$ cat config.mk
export PLATFORM = sky130hd
export DESIGN_NAME = bf_inv_op
export DESIGN_NICKNAME = d
export VERILOG_FILES = /design/src/rtl/bf_inv_op.sv
export SDC_FILE = /design/constraint.sdc
export NUM_CORES = 1
export LEC_CHECK = 0
export ABC_AREA = 1
export CAP_MARGIN = 10
export CORE_MARGIN = 2
export CORE_UTILIZATION = 47
export CTS_CLUSTER_DIAMETER = 60
export CTS_CLUSTER_SIZE = 14
export DETAILED_ROUTE_END_ITERATION = 8
export GPL_TIMING_DRIVEN = 0
export PLACE_DENSITY = 0.67
export SLEW_MARGIN = 10
export SYNTH_ARGS = -nofsm -noshare
export SYNTH_HDL_FRONTEND = slang
export SYNTH_SLANG_ARGS = --single-unit
$ cat constraint.sdc
create_clock -name clk -period 2.47 [get_ports clk]
set_clock_uncertainty 0.05 [all_clocks]
set_input_delay 0.3705 -clock clk [delete_from_list [all_inputs] [get_ports clk]]
set_output_delay 0.3705 -clock clk [all_outputs]
set_load 0.05 [all_outputs]
$ cat src/rtl/bf_inv_op.sv
// Inverse radix-2 butterfly: takes a (a+b, a-b) pair and emits the
// reconstructed a then b as a complex sample stream with valid/ready handshakes.
module bf_inv_op #(
  parameter int DW    = 16,
  parameter bit SCALE = 1'b1
) (
  input  logic            clk,
  input  logic            rst_n,
  input  logic            clr,
  input  logic            in_valid,
  output logic            in_ready,
  input  logic [2*DW-1:0] in_pa,
  input  logic [2*DW-1:0] in_pb,
  output logic            out_valid,
  input  logic            out_ready,
  output logic [2*DW-1:0] out_data,
  output logic            out_sel,
  output logic            out_sat,
  output logic [15:0]     pair_cnt
);

  typedef enum logic [1:0] {
    IDLE   = 2'd0,
    EMIT_A = 2'd1,
    EMIT_B = 2'd2
  } state_t;

  state_t          state_reg;
  logic [2*DW-1:0] out_data_reg;
  logic            out_valid_reg;
  logic            out_sel_reg;
  logic            out_sat_reg;
  logic [15:0]     pair_cnt_reg;
  logic [2*DW-1:0] b_hold_reg;
  logic            b_sat_reg;

  wire  [2*DW-1:0] a_next;
  wire  [2*DW-1:0] b_next;
  wire  [1:0]      a_clip;
  wire  [1:0]      b_clip;
  logic            in_fire;
  logic            out_fire;

  // Clamp a DW+1 bit two's complement value into DW bits.
  function automatic logic [DW-1:0] clamp(input logic [DW:0] v);
    if (v[DW] != v[DW-1])
      clamp = v[DW] ? {1'b1, {(DW-1){1'b0}}} : {1'b0, {(DW-1){1'b1}}};
    else
      clamp = v[DW-1:0];
  endfunction

  function automatic logic clipped(input logic [DW:0] v);
    clipped = (v[DW] != v[DW-1]);
  endfunction

  // gi = 1 is the real component (upper half), gi = 0 the imaginary one.
  genvar gi;
  generate
    for (gi = 0; gi < 2; gi++) begin : g_comp
      logic [DW-1:0] pa_c;
      logic [DW-1:0] pb_c;
      logic [DW:0]   s;
      logic [DW:0]   d;

      assign pa_c = in_pa[gi*DW +: DW];
      assign pb_c = in_pb[gi*DW +: DW];
      assign s    = {pa_c[DW-1], pa_c} + {pb_c[DW-1], pb_c};
      assign d    = {pa_c[DW-1], pa_c} - {pb_c[DW-1], pb_c};

      if (SCALE) begin : g_half
        logic [DW:0] s_r;
        logic [DW:0] d_r;
        // (x+1)>>>1 == (x>>>1) + x[0]; only d = max-min can exceed DW bits.
        assign s_r = {s[DW], s[DW:1]} + {{DW{1'b0}}, s[0]};
        assign d_r = {d[DW], d[DW:1]} + {{DW{1'b0}}, d[0]};
        assign a_next[gi*DW +: DW] = clamp(s_r);
        assign b_next[gi*DW +: DW] = clamp(d_r);
        assign a_clip[gi] = 1'b0;
        assign b_clip[gi] = 1'b0;
      end else begin : g_sat
        assign a_next[gi*DW +: DW] = clamp(s);
        assign b_next[gi*DW +: DW] = clamp(d);
        assign a_clip[gi] = clipped(s);
        assign b_clip[gi] = clipped(d);
      end
    end
  endgenerate

  // In EMIT_B the slot frees exactly when b leaves, so ready passes through.
  assign in_ready = (state_reg == IDLE) || ((state_reg == EMIT_B) && out_ready);
  assign in_fire  = in_valid && in_ready;
  assign out_fire = out_valid_reg && out_ready;

  always_ff @(posedge clk or negedge rst_n) begin
    if (!rst_n) begin
      state_reg     <= IDLE;
      out_data_reg  <= '0;
      out_valid_reg <= 1'b0;
      out_sel_reg   <= 1'b0;
      out_sat_reg   <= 1'b0;
      pair_cnt_reg  <= '0;
      b_hold_reg    <= '0;
      b_sat_reg     <= 1'b0;
    end else if (clr) begin
      state_reg     <= IDLE;
      out_valid_reg <= 1'b0;
    end else begin
      case (state_reg)
        IDLE: begin
          if (in_fire) begin
            out_data_reg  <= a_next;
            out_sat_reg   <= |a_clip;
            out_sel_reg   <= 1'b0;
            out_valid_reg <= 1'b1;
            b_hold_reg    <= b_next;
            b_sat_reg     <= |b_clip;
            state_reg     <= EMIT_A;
          end
        end
        EMIT_A: begin
          if (out_fire) begin
            out_data_reg <= b_hold_reg;
            out_sat_reg  <= b_sat_reg;
            out_sel_reg  <= 1'b1;
            state_reg    <= EMIT_B;
          end
        end
        EMIT_B: begin
          if (out_fire) begin
            pair_cnt_reg <= pair_cnt_reg + 16'd1;
            if (in_fire) begin
              out_data_reg <= a_next;
              out_sat_reg  <= |a_clip;
              out_sel_reg  <= 1'b0;
              b_hold_reg   <= b_next;
              b_sat_reg    <= |b_clip;
              state_reg    <= EMIT_A;
            end else begin
              out_valid_reg <= 1'b0;
              out_sel_reg   <= 1'b0;
              out_sat_reg   <= 1'b0;
              state_reg     <= IDLE;
            end
          end
        end
        default: begin
          out_valid_reg <= 1'b0;
          state_reg     <= IDLE;
        end
      endcase
    end
  end

  assign out_valid = out_valid_reg;
  assign out_data  = out_data_reg;
  assign out_sel   = out_sel_reg;
  assign out_sat   = out_sat_reg;
  assign pair_cnt  = pair_cnt_reg;

endmodule

Yosys cells after proc, flatten, opt, wreduce, memory -nomap -nowiden
Index checks and enable logic that the tools add are counted.
- register bits: 86
- input bits: 69
- output and inout bits: 52
- logic and storage cells: 80
- add/sub/neg operators: 9
- eq/ne operators: 14
- mux-type cells: 35
- bitwise gates (word level): 1
- reduce and logical (&&, ||, !) cells: 13
- operators by type and width (kind ; count):
    two-way mux 32 bit ; 5
    two-way mux 16 bit ; 8
    case mux 32 bit (3 select lines) ; 1
    adder 16 x 2 -> 17 bit ; 4
    case mux 32 bit (2 select lines) ; 1
    adder 16 x 16 -> 17 bit ; 2
    subtractor 16 x 16 -> 17 bit ; 2
    adder 16 x 1 -> 16 bit (second input constant) ; 1
    inequality test 3 bit (second input constant) ; 4
    two-way mux 1 bit ; 11
    case mux 1 bit (3 select lines) ; 3
    AND reduction 3 bit ; 3
    two-way mux 2 bit ; 4
    inequality test 2 bit (second input constant) ; 4
    AND reduction 4 bit ; 2
    case mux 2 bit (3 select lines) ; 1
    AND reduction 5 bit ; 1
    inequality test 1 bit ; 4
    logical AND 1 bit ; 3
    nonzero test 3 bit ; 1
    == test 2 x 1 -> 1 bit (second input constant) ; 1
    == test 2 bit (second input constant) ; 1
    zero test 2 bit ; 1
    case mux 1 bit (2 select lines) ; 1
    other kinds (3) ; 3

Depth between registers and ports, before layout
Gate-level depths: netlist of run 1.
- depth in word-level cells: 8
- depth in mapped cells: 25
- mapped depth without buffers: 23

Worst setup path after synthesis of run 1
OpenSTA, ideal clock, no wires.
- path kind: input -> register
- start point: in in_pa[0]
- end point: reg out_data_reg[7], in the netlist out_data[7]
- setup time: 66 ps
- data arrival time: 3285 ps
- required time: 2354 ps
- slack: -931 ps
- stages on the path: 22
- buffers on the path: 1
- cells stage by stage: ha_1 inv_1 fa_1 nand3b_1 nand2_2 xor2_1 inv_1 nor2_1 nand2_1 nor2_1 nand4_1 nor3_1 nand3_1 xor2_1 inv_1 ha_1 inv_1 clkbuf_1 nand3_1 nand3_1 nand2_1 nand2_1
- cells in the longest elaborated chain, start to end: 7
- elaborated cells between the ends (all ways): 8
- those cells by class: 2 x add/sub; 1 x eq/ne; 5 x mux
- ends and longest elaborated chain (item ; RTL line ; RTL):
    start: declaration ; 12 ; input logic [2*DW-1:0] in_pa,
    adder 16 x 16 -> 17 bit (*) ; 67 ; assign s = {pa_c[DW-1], pa_c} + {pb_c[DW-1], pb_c};
    adder 16 x 2 -> 17 bit (*) ; 74 ; assign s_r = {s[DW], s[DW:1]} + {{DW{1'b0}}, s[0]};
    two-way mux 16 bit / inequality test 1 bit (equally long branches) ; 47, 46 ;
    two-way mux 16 bit (*) ; 46 ; if (v[DW] != v[DW-1])
    two-way mux 32 bit (*) ; 110, 131 ;
    two-way mux 32 bit ; 129 ; if (out_fire) begin
    case mux 32 bit (3 select lines) (*) ; 108 ; case (state_reg)
    end signal: assignment ; 111 ; out_data_reg <= a_next;
    end signal: assignment ; 122 ; out_data_reg <= b_hold_reg;
    end signal: assignment ; 132 ; out_data_reg <= a_next;
    end: declaration ; 29 ; logic [2*DW-1:0] out_data_reg;
Mark *: on every way between the ends. The rest lies on a longest branch, timed or not. The select of a mux whose other input is x is not followed.
A chain may end at the register's enable or synchronous reset.

Worst setup path after layout of run 1
- start point: in in_pb[3]
- end point: reg out_data_reg[7], in the netlist out_data[7]
- cells in the longest elaborated chain, start to end: 7
- elaborated cells between the ends (all ways): 8
- those cells by class: 2 x add/sub; 1 x eq/ne; 5 x mux
- ends and longest elaborated chain (item ; RTL line ; RTL):
    start: declaration ; 13 ; input logic [2*DW-1:0] in_pb,
    adder 16 x 16 -> 17 bit (*) ; 67 ;
    adder 16 x 2 -> 17 bit (*) ; 74 ;
    two-way mux 16 bit / inequality test 1 bit (equally long branches) ; 47, 46 ;
    two-way mux 16 bit (*) ; 46 ;
    two-way mux 32 bit (*) ; 110, 131 ;
    two-way mux 32 bit ; 129 ;
    case mux 32 bit (3 select lines) (*) ; 108 ;
Marked as above.

==> results of run 1 <==
layout make-up:
class | instances | area, um^2 | share of cell area
clock inverters | 4 | 73.82 | 0.004446
multi-input cells | 1261 | 9485 | 0.5712
plain buffers | 46 | 434.2 | 0.02615
well taps | 275 | 344.1 | 0.02072
clock buffers | 11 | 242.7 | 0.01462
repair buffers | 350 | 3108 | 0.1872
flip-flops and latches | 84 | 2102 | 0.1266
inverters | 198 | 814.5 | 0.04905
stage by stage:
| step | hold slack (ns) | area (um^2) |
|---|---|---|
| after floorplan | 0.02491 | 10140 |
| after global placement | 0.4067 | 11680 |
| after detailed placement | 0.3337 | 11700 |
| after CTS | 0.4190 | 15770 |
| after global routing | 0.4440 | 16600 |
| final | 0.4200 | 16600 |
worst min-delay path: stages (launching register included):
cell                      delay [ns]
sky130_fd_sc_hd__dfrtp_1        0.34
sky130_fd_sc_hd__nand2_1        0.05
sky130_fd_sc_hd__nand2_1        0.04
repair_timing:
| item | in CTS | in global routing |
|---|---|---|
| buffers inserted | 184 | 41 |
| hold buffers | 1 | 0 |
| hold endpoints to repair | 38 | 0 |
| gates resized for setup | 717 | 186 |
| setup endpoints to repair | 64 | 67 |
| cloned | 7 | 0 |
| pin swaps | 264 | 143 |
how the worst max path moves through the flow:
stage                        end  slack (ns)  depth (start not counted)
detailed placement  out_data[13]       -2.05                         23
CTS                  out_data[9]       -0.69                         23
global route        out_data[12]       -0.94                         25
floorplan           out_data[11]       -0.72                         22
global placement     out_data[4]       -2.06                          1
finish               out_data[7]       -0.82                         25
layer usage:
| metal | routed length [um] | up-vias | GRT usage |
|---|---|---|---|
| met3 | 2292 | 119 | 0.02622 |
| met5 | 0 | - | 0 |
| li1 | - | 5740 | - |
| met4 | 1109 | 0 | 0.09476 |
| met1 | 16150 | 5762 | 0.4154 |
| met2 | 18570 | 493 | 0.5378 |
placed cells by master (no fill, tap or decap), types with 14 or more instances in the layout:
cell type,instances
sky130_fd_sc_hd__o21ai_2,33
sky130_fd_sc_hd__nand3_2,58
sky130_fd_sc_hd__ha_4,30
sky130_fd_sc_hd__nor2_2,35
sky130_fd_sc_hd__ha_1,43
sky130_fd_sc_hd__a21oi_4,22
sky130_fd_sc_hd__nand3_4,23
sky130_fd_sc_hd__buf_6,56
sky130_fd_sc_hd__nor2_4,46
sky130_fd_sc_hd__clkdlybuf4s50_1,58
sky130_fd_sc_hd__nand3_1,88
sky130_fd_sc_hd__buf_4,188
sky130_fd_sc_hd__a21oi_2,22
sky130_fd_sc_hd__inv_1,114
sky130_fd_sc_hd__inv_2,64
sky130_fd_sc_hd__nand4_1,19
sky130_fd_sc_hd__nand2_1,360
sky130_fd_sc_hd__dlygate4sd2_1,24
sky130_fd_sc_hd__o21ai_1,14
sky130_fd_sc_hd__xor2_1,31
sky130_fd_sc_hd__nor2_1,105
sky130_fd_sc_hd__nand2_2,149
sky130_fd_sc_hd__dfrtp_1,84
sky130_fd_sc_hd__nand2_4,59
sky130_fd_sc_hd__a21oi_1,16
cells in the mapped netlist (19+ instances only):
| cell | n |
|---|---|
| sky130_fd_sc_hd__a21oi_1 | 48 |
| sky130_fd_sc_hd__ha_1 | 75 |
| sky130_fd_sc_hd__nor2_2 | 22 |
| sky130_fd_sc_hd__nand4_1 | 19 |
| sky130_fd_sc_hd__inv_1 | 179 |
| sky130_fd_sc_hd__o21ai_0 | 46 |
| sky130_fd_sc_hd__nand2_2 | 41 |
| sky130_fd_sc_hd__nand3_1 | 157 |
| sky130_fd_sc_hd__nor2_1 | 160 |
| sky130_fd_sc_hd__dfrtp_1 | 84 |
| sky130_fd_sc_hd__xor2_1 | 39 |
| sky130_fd_sc_hd__nand2_1 | 526 |
cells by family after synthesis:
kind of cell / Yosys count
and+or+nand+nor: 976
buffers and inverters: 248
AOI/OAI and AO/OA: 145
DFF: 84
adders and majority gates: 79
xor gates and xnor gates: 59
other: 1
muxes: 1
report_power, final:
| group | total, uW | internal (uW) | switching (uW) |
|---|---|---|---|
| sequential | 2260 | 1930 | 337 |
| combinational | 7130 | 2720 | 4420 |
| clock | 1460 | 908 | 548 |
==> summary.json, run 1 <==
{
  "synth_nets": 1741,
  "fin_util": 0.7949,
  "run_status": "finished with violations",
  "antenna_found_initial": 1,
  "timing.rr.start": "state_reg[0]",
  "number_of_failing_setup_endpoints_in_the_final_timing_report": 62,
  "insertion_delay_of_the_later_clocked_pin_in_the_worst_skew_pair_ns": 0.34,
  "num-fill-cells": 1417,
  "tritoncts.num_buffers": 9,
  "hold_path_depth": 2,
  "drt_pass_1_iters": 6,
  "synth_compound_gate_area_share": 0.08663,
  "synth-async-reset-ratio": 1.000,
  "synth.distinct_cells": 48,
  "critical_path_arrival_ns": 3.48,
  "maximum_number_of_pins_on_one_net_before_global_route_repair": 47,
  "placement_rows": 53,
  "postRouteWirelength_um": 38120,
  "portBuffers": 119,
  "cpLargestDelayFamily": "buffers and inverters",
  "ys.flop_type": "sky130_fd_sc_hd__dfrtp_1",
  "fp.dieH_um": 149.6,
  "cts.clk_slew.worst_paths_ns": 0.06,
  "muxShareOfSynthArea": 0.001130,
  "ios": 121,
  "synthesized_flop_and_latch_total": 84,
  "grt_pass1_wl_um": 56780,
  "max_stage_delay_ns": 0.32,
  "crit_start": "in_pb[3]",
  "power.ir.vdd_worst_uv": 369.2,
  "post_synth_and_or_nand_nor_area_fraction": 0.4320,
  "synth_top_area_share": 0.2109,
  "timing.max_cap.violations": 0,
  "cts-root-buf": "sky130_fd_sc_hd__clkbuf_16",
  "layoutNonFillerInstCount": 2229,
  "end_kind": "register",
  "reg2reg_to": "out_data[26]",
  "synth_seq_area_share": 0.2109,
  "hold_path_startpoint": "b_hold_reg[5]",
  "place_ws_ns": -2.052,
  "placed_cells": 1988,
  "routed_wire_length_per_instance_um": 17.10,
  "slew_of_the_pin_with_the_lowest_slew_margin_ns": 0.6328,
  "h-tree-depth": 3,
  "slew_viol_final": 0,
  "finalHoldViolations": 0,
  "finalWeightedCongestion": 0.9494,
  "final_total_negative_setup_slack_ns": -21.93,
  "synthDominantAreaCellType": "sky130_fd_sc_hd__dfrtp_1",
  "timing.critical_path.from_type": "input port",
  "final.min_clock_period_ns": 3.289,
  "r2r_slack_ns": -0.12,
  "post_synth_main_area_contributors": "sky130_fd_sc_hd__dfrtp_1 (21%), sky130_fd_sc_hd__nand2_1 (20%), sky130_fd_sc_hd__ha_1 (9.4%), sky130_fd_sc_hd__nand3_1 (7.9%), sky130_fd_sc_hd__inv_1 (6.7%)",
  "rsz0062_at_grt": "yes",
  "synthesis.area_um2": 9966,
  "floorplan.die_area_um2": 22380,
  "power_density_over_the_cells_nw_per_um2": 653.4,
  "crit_fanout": 6,
  "timing.hold.worst_endpoint": "b_hold_reg[5]",
  "synth_xor_area_frac": 0.05788,
  "syn_inst": 1593,
  "grt_pass1_vias": 11750,
  "viasPerCell": 5.435,
  "initial_core_utilization": 0.4771,
  "fraction_of_final_layout_cells_sized_beyond_drive_strength_1": 0.4708,
  "grt_use_total": 0.3119,
  "cts.sinks": 84,
  "synth_top_family_by_area": "simple AND/OR/NAND/NOR gates",
  "max-slew-margin-rel": 0.5766,
  "worst_hold_path_type": "register to register",
  "overall_power_after_layout_uw": 10850,
  "crit_required_ns": 2.66,
  "timing.reg2reg.worst_path_depth": 9,
  "final_critical_path_setup_slack_ns": -0.8191,
  "synth_edf_count": 0,
  "max_clock_freq_mhz": 304.0,
  "place_hpwl_um": 23250,
  "drc": 0,
  "critical-path-slowest-cell": "sky130_fd_sc_hd__ha_4",
  "yosys.area_share.adder": 0.1022,
  "final_nets": 2098,
  "synth.avg_cell_area_um2": 6.256,
  "violations": "negative setup slack",
  "p_leak_uw": 0.008067,
  "antennaDiodeCount": 0,
  "worstPathBufferInverterCount": 10,
  "cts_tree": "yes",
  "layout-area-overhead-vs-synth_pct": 66.62,
  "top_cell_by_count_worst_path": "sky130_fd_sc_hd__nand2_2",
  "timing.final.crit_share": 1.332,
  "die_x_um": 149.6,
  "critPathKind": "input port to register",
  "post_drt_antenna_nets": 0,
  "grt_overflow": 0,
  "detailedRoute.firstIterationViolations": 902,
  "detailroute.via_count": 12110,
  "synthesis.yosys.warnings": 0,
  "cts_max_path_buffers": 2,
  "floorplan_core_area_um2": 20890
}
(Power assumes the default switching activity.)
==> inputs of run 2 (changes only) <==
--- a/config.mk
+++ b/config.mk
@@ -6,11 +6,11 @@
 export NUM_CORES = 1
 export LEC_CHECK = 0
 export ABC_AREA = 1
-export CAP_MARGIN = 10
+export CAP_MARGIN = 25
 export CORE_MARGIN = 2
 export CORE_UTILIZATION = 47
 export CTS_CLUSTER_DIAMETER = 60
-export CTS_CLUSTER_SIZE = 14
+export CTS_CLUSTER_SIZE = 24
 export DETAILED_ROUTE_END_ITERATION = 8
 export GPL_TIMING_DRIVEN = 0
 export PLACE_DENSITY = 0.67
==> results of run 2 <==
Final layout, timing and power as in run 1 (identical DEF).
==> inputs of run 3 (changes only) <==
--- a/config.mk
+++ b/config.mk
@@ -7,6 +7,7 @@
 export LEC_CHECK = 0
 export ABC_AREA = 1
 export CAP_MARGIN = 25
+export CORE_ASPECT_RATIO = 1.5
 export CORE_MARGIN = 2
 export CORE_UTILIZATION = 47
 export CTS_CLUSTER_DIAMETER = 60
==> summary.json, run 3 (same netlist as run 1, synthesis figures left out) <==
{
  "timing.critical_path.from_type": {"value": "input port", "change": "unchanged"},
  "grt_pass1_wl": {"value": 57300, "unit": "um", "change": "was 56780 um"},
  "post_drt_antenna_nets": {"value": 0, "change": "unchanged"},
  "top_cell_by_count_worst_path": {"value": "sky130_fd_sc_hd__buf_4", "change": "was sky130_fd_sc_hd__nand2_2"},
  "insertion_delay_of_the_later_clocked_pin_in_the_worst_skew_pair": {"value": 0.35, "unit": "ns", "change": "was 0.34 ns"},
  "final_nets": {"value": 2101, "change": "was 2098"},
  "cts_max_path_buffers": {"value": 2, "change": "unchanged"},
  "portBuffers": {"value": 119, "change": "unchanged"},
  "floorplan.die_area": {"value": 22410, "unit": "um^2", "change": "was 22380 um^2"},
  "multi_input_comb_area": {"value": 9400, "unit": "um^2", "change": "was 9485 um^2"},
  "num-fill-cells": {"value": 1384, "change": "was 1417"},
  "postRouteWirelength": {"value": 39900, "unit": "um", "change": "was 38120 um"},
  "grt_overflow": {"value": 0, "change": "unchanged"},
  "final.min_clock_period": {"value": 3.409, "unit": "ns", "change": "was 3.289 ns"},
  "clock_share_of_power": {"value": 0.152, "change": "was 0.134"},
  "finalHoldViolations": {"value": 0, "change": "unchanged"},
  "max_clock_freq": {"value": 293.3, "unit": "MHz", "change": "was 304.0 MHz"},
  "cpLargestDelayFamily": {"value": "buffers and inverters", "change": "unchanged"},
  "max_stage_delay": {"value": 0.34, "unit": "ns", "change": "was 0.32 ns"},
  "antennaDiodeCount": {"value": 0, "change": "unchanged"},
  "power.ir.vdd_worst": {"value": 531.0, "unit": "uV", "change": "was 369.2 uV"},
  "h-tree-depth": {"value": 3, "change": "unchanged"},
  "tritoncts.num_buffers": {"value": 9, "change": "unchanged"},
  "placement_rows": {"value": 65, "change": "was 53"},
  "drc": {"value": 0, "change": "unchanged"},
  "ios": {"value": 121, "change": "unchanged"},
  "fraction_of_final_layout_cells_sized_beyond_drive_strength_1": {"value": 0.4637, "change": "was 0.4708"},
  "violations": {"value": "negative setup slack", "change": "unchanged"},
  "number_of_failing_setup_endpoints_in_the_final_timing_report": {"value": 61, "change": "was 62"},
  "crit_fanout": {"value": 3, "change": "was 6"},
  "place_area": {"value": 11700, "unit": "um^2", "change": "about the same"},
  "drt_pass_1_iters": {"value": 5, "change": "was 6"},
  "place_hpwl": {"value": 24380, "unit": "um", "change": "was 23250 um"},
  "finalInstanceArea": {"value": 16630, "unit": "um^2", "change": "was 16600 um^2"},
  "grt_use_total": {"value": 0.3214, "change": "was 0.3119"},
  "critPathKind": {"value": "input port to register", "change": "unchanged"},
  "final_critical_path_setup_slack": {"value": -0.9389, "unit": "ns", "change": "was -0.8191 ns"},
  "timing.final.crit_share": {"value": 1.380, "change": "was 1.332"},
  "mostFrequentLayoutCell": {"value": "sky130_fd_sc_hd__nand2_1", "change": "unchanged"},
  "initial_core_utilization": {"value": 0.4768, "change": "was 0.4771"},
  "p_leak": {"value": 0.008149, "unit": "uW", "change": "was 0.008067 uW"},
  "power_density_over_the_cells": {"value": 670.5, "unit": "nW/um^2", "change": "was 653.4 nW/um^2"},
  "rsz0062_at_grt": {"value": "yes", "change": "unchanged"},
  "cts-root-buf": {"value": "sky130_fd_sc_hd__clkbuf_16", "change": "unchanged"},
  "timing.max_cap.violations": {"value": 0, "change": "unchanged"},
  "max-slew-margin-rel": {"value": 0.6120, "change": "was 0.5766"},
  "fin_util": {"value": 0.7958, "change": "was 0.7949"},
  "crit_required": {"value": 2.70, "unit": "ns", "change": "was 2.66 ns"},
  "cts.clk_slew.worst_paths": {"value": 0.06, "unit": "ns", "change": "about the same"},
  "end_kind": {"value": "register", "change": "unchanged"},
  "floorplan_core_area": {"value": 20900, "unit": "um^2", "change": "was 20890 um^2"},
  "switching_power": {"value": 5401, "unit": "uW", "change": "was 5301 uW"},
  "finalWeightedCongestion": {"value": 0.9522, "change": "was 0.9494"},
  "maximum_number_of_pins_on_one_net_before_global_route_repair": {"value": 63, "change": "was 47"},
  "cts.sinks": {"value": 84, "change": "unchanged"},
  "internal_power": {"value": 5751, "unit": "uW", "change": "was 5549 uW"},
  "viasPerCell": {"value": 5.516, "change": "was 5.435"},
  "grt_pass1_vias": {"value": 12340, "change": "was 11750"},
  "overall_power_after_layout": {"value": 11150, "unit": "uW", "change": "was 10850 uW"},
  "run_status": {"value": "finished with violations", "change": "unchanged"},
  "worst_hold_path_type": {"value": "input port to asynchronous set/reset pin", "change": "was register to register"},
  "power.sequential.fraction": {"value": 0.204, "change": "was 0.209"},
  "layout-area-overhead-vs-synth": {"value": 66.89, "unit": "%", "change": "was 66.62%"},
  "final_total_negative_setup_slack": {"value": -23.87, "unit": "ns", "change": "was -21.93 ns"},
  "worstPathBufferInverterCount": {"value": 13, "change": "was 10"},
  "critical-path-slowest-cell": {"value": "sky130_fd_sc_hd__nand4_1", "change": "was sky130_fd_sc_hd__ha_4"},
  "detailroute.via_count": {"value": 12280, "change": "was 12110"},
  "power_switching_share": {"value": 0.4843, "change": "was 0.4886"},
  "slew_viol_final": {"value": 0, "change": "unchanged"},
  "routed_wire_length_per_instance": {"value": 17.92, "unit": "um", "change": "was 17.10 um"},
  "slew_of_the_pin_with_the_lowest_slew_margin": {"value": 0.5821, "unit": "ns", "change": "was 0.6328 ns"},
  "p_comb_frac": {"value": 0.644, "change": "was 0.657"},
  "worst_hold_margin": {"value": 0.4206, "unit": "ns", "change": "was 0.4200 ns"},
  "critical_path_arrival": {"value": 3.64, "unit": "ns", "change": "was 3.48 ns"},
  "layout.cells.most_common_list": {"value": "sky130_fd_sc_hd__nand2_1 (360), sky130_fd_sc_hd__buf_4 (187), sky130_fd_sc_hd__nand2_2 (148), sky130_fd_sc_hd__inv_1 (118), sky130_fd_sc_hd__nor2_1 (113)", "change": "was sky130_fd_sc_hd__nand2_1 (360), sky130_fd_sc_hd__buf_4 (188), sky130_fd_sc_hd__nand2_2 (149), sky130_fd_sc_hd__inv_1 (114), sky130_fd_sc_hd__nor2_1 (105)"},
  "cts_tree": {"value": "yes", "change": "unchanged"},
  "seqCellArea": {"value": 2102, "unit": "um^2", "change": "unchanged"},
  "antenna_found_initial": {"value": 0, "change": "was 1"},
  "fp.dieH": {"value": 182.3, "unit": "um", "change": "was 149.6 um"},
  "detailedRoute.firstIterationViolations": {"value": 726, "change": "was 902"},
  "die_x": {"value": 122.9, "unit": "um", "change": "was 149.6 um"}
}
## run 3: power groups by stage
stage / registers [uW] / clock network, uW / logic (uW)
after detailed placement: 2280 / 0 / 5210
final: 2280 / 1690 / 7190
after global routing: 2330 / 1760 / 7670
after global placement: 2280 / 0 / 5150
after floorplan: 3180 / 0 / 2670
after CTS: 2260 / 1690 / 6470
## run 3: worst register-to-register path, stage by stage (launching register included)
cell and delay, ns:
sky130_fd_sc_hd__dfrtp_1 0.42, sky130_fd_sc_hd__inv_1 0.10, sky130_fd_sc_hd__nor2_2 0.36, sky130_fd_sc_hd__inv_2 0.19, sky130_fd_sc_hd__a21oi_2 0.30, sky130_fd_sc_hd__clkinv_1 0.24, sky130_fd_sc_hd__clkbuf_1 0.31, sky130_fd_sc_hd__nor2_1 0.23
sky130_fd_sc_hd__nand2_1 0.09, sky130_fd_sc_hd__nand2_1 0.06
## run 3: per-stage QoR
step	instances	worst slack, ns
global placement	1980	-2.068
detailed placement	1981	-2.099
CTS	2203	-0.7455
global route	2226	-1.028
finish	2226	-0.9389
floorplan	1593	-0.7246
## run 3: final timing paths
path | cells after the start | from | endpoint | slack (ns)
worst max register to register | 9 | state_reg[0] | out_data[11] | 0.05
max in group asynchronous | 3 | rst_n | b_hold_reg[12] | 1.34
worst min-delay path | 2 | rst_n | pair_cnt[15] | 0.42
min in group clk | 2 | out_data[3] | out_data[3] | 0.43
worst min register to register | 2 | out_data[3] | out_data[3] | 0.43
worst max-delay path | 25 | in_pa[0] | out_data[13] | -0.94
## run 3: layout make-up
type                            count  share of cell area
Sequential cell                    84              0.1264
Timing Repair Buffer              352              0.1891
Inverter                          198             0.04973
Multi-Input combinational cell   1261              0.5652
Buffer                             47             0.02693
Tap cell                          268             0.02016
Clock buffer                       10             0.01437
Clock inverter                      6            0.008125
## run 3: per-layer routing
metal  wire [um]  GRT usage  up-vias
li1            -          -     5732
met1       13150     0.2992     5808
met2       21080     0.5996      496
met3        1976    0.06063      243
met4        3690     0.2423        0
met5           0          0        -
## run 3: what timing repair did
action	CTS	global route
setup buffers	199	27
resized for setup	646	253
hold endpoints to repair	22	0
pin swaps	260	111
endpoints found under the setup margin	64	68
hold buffers	1	0
cloned	7	0
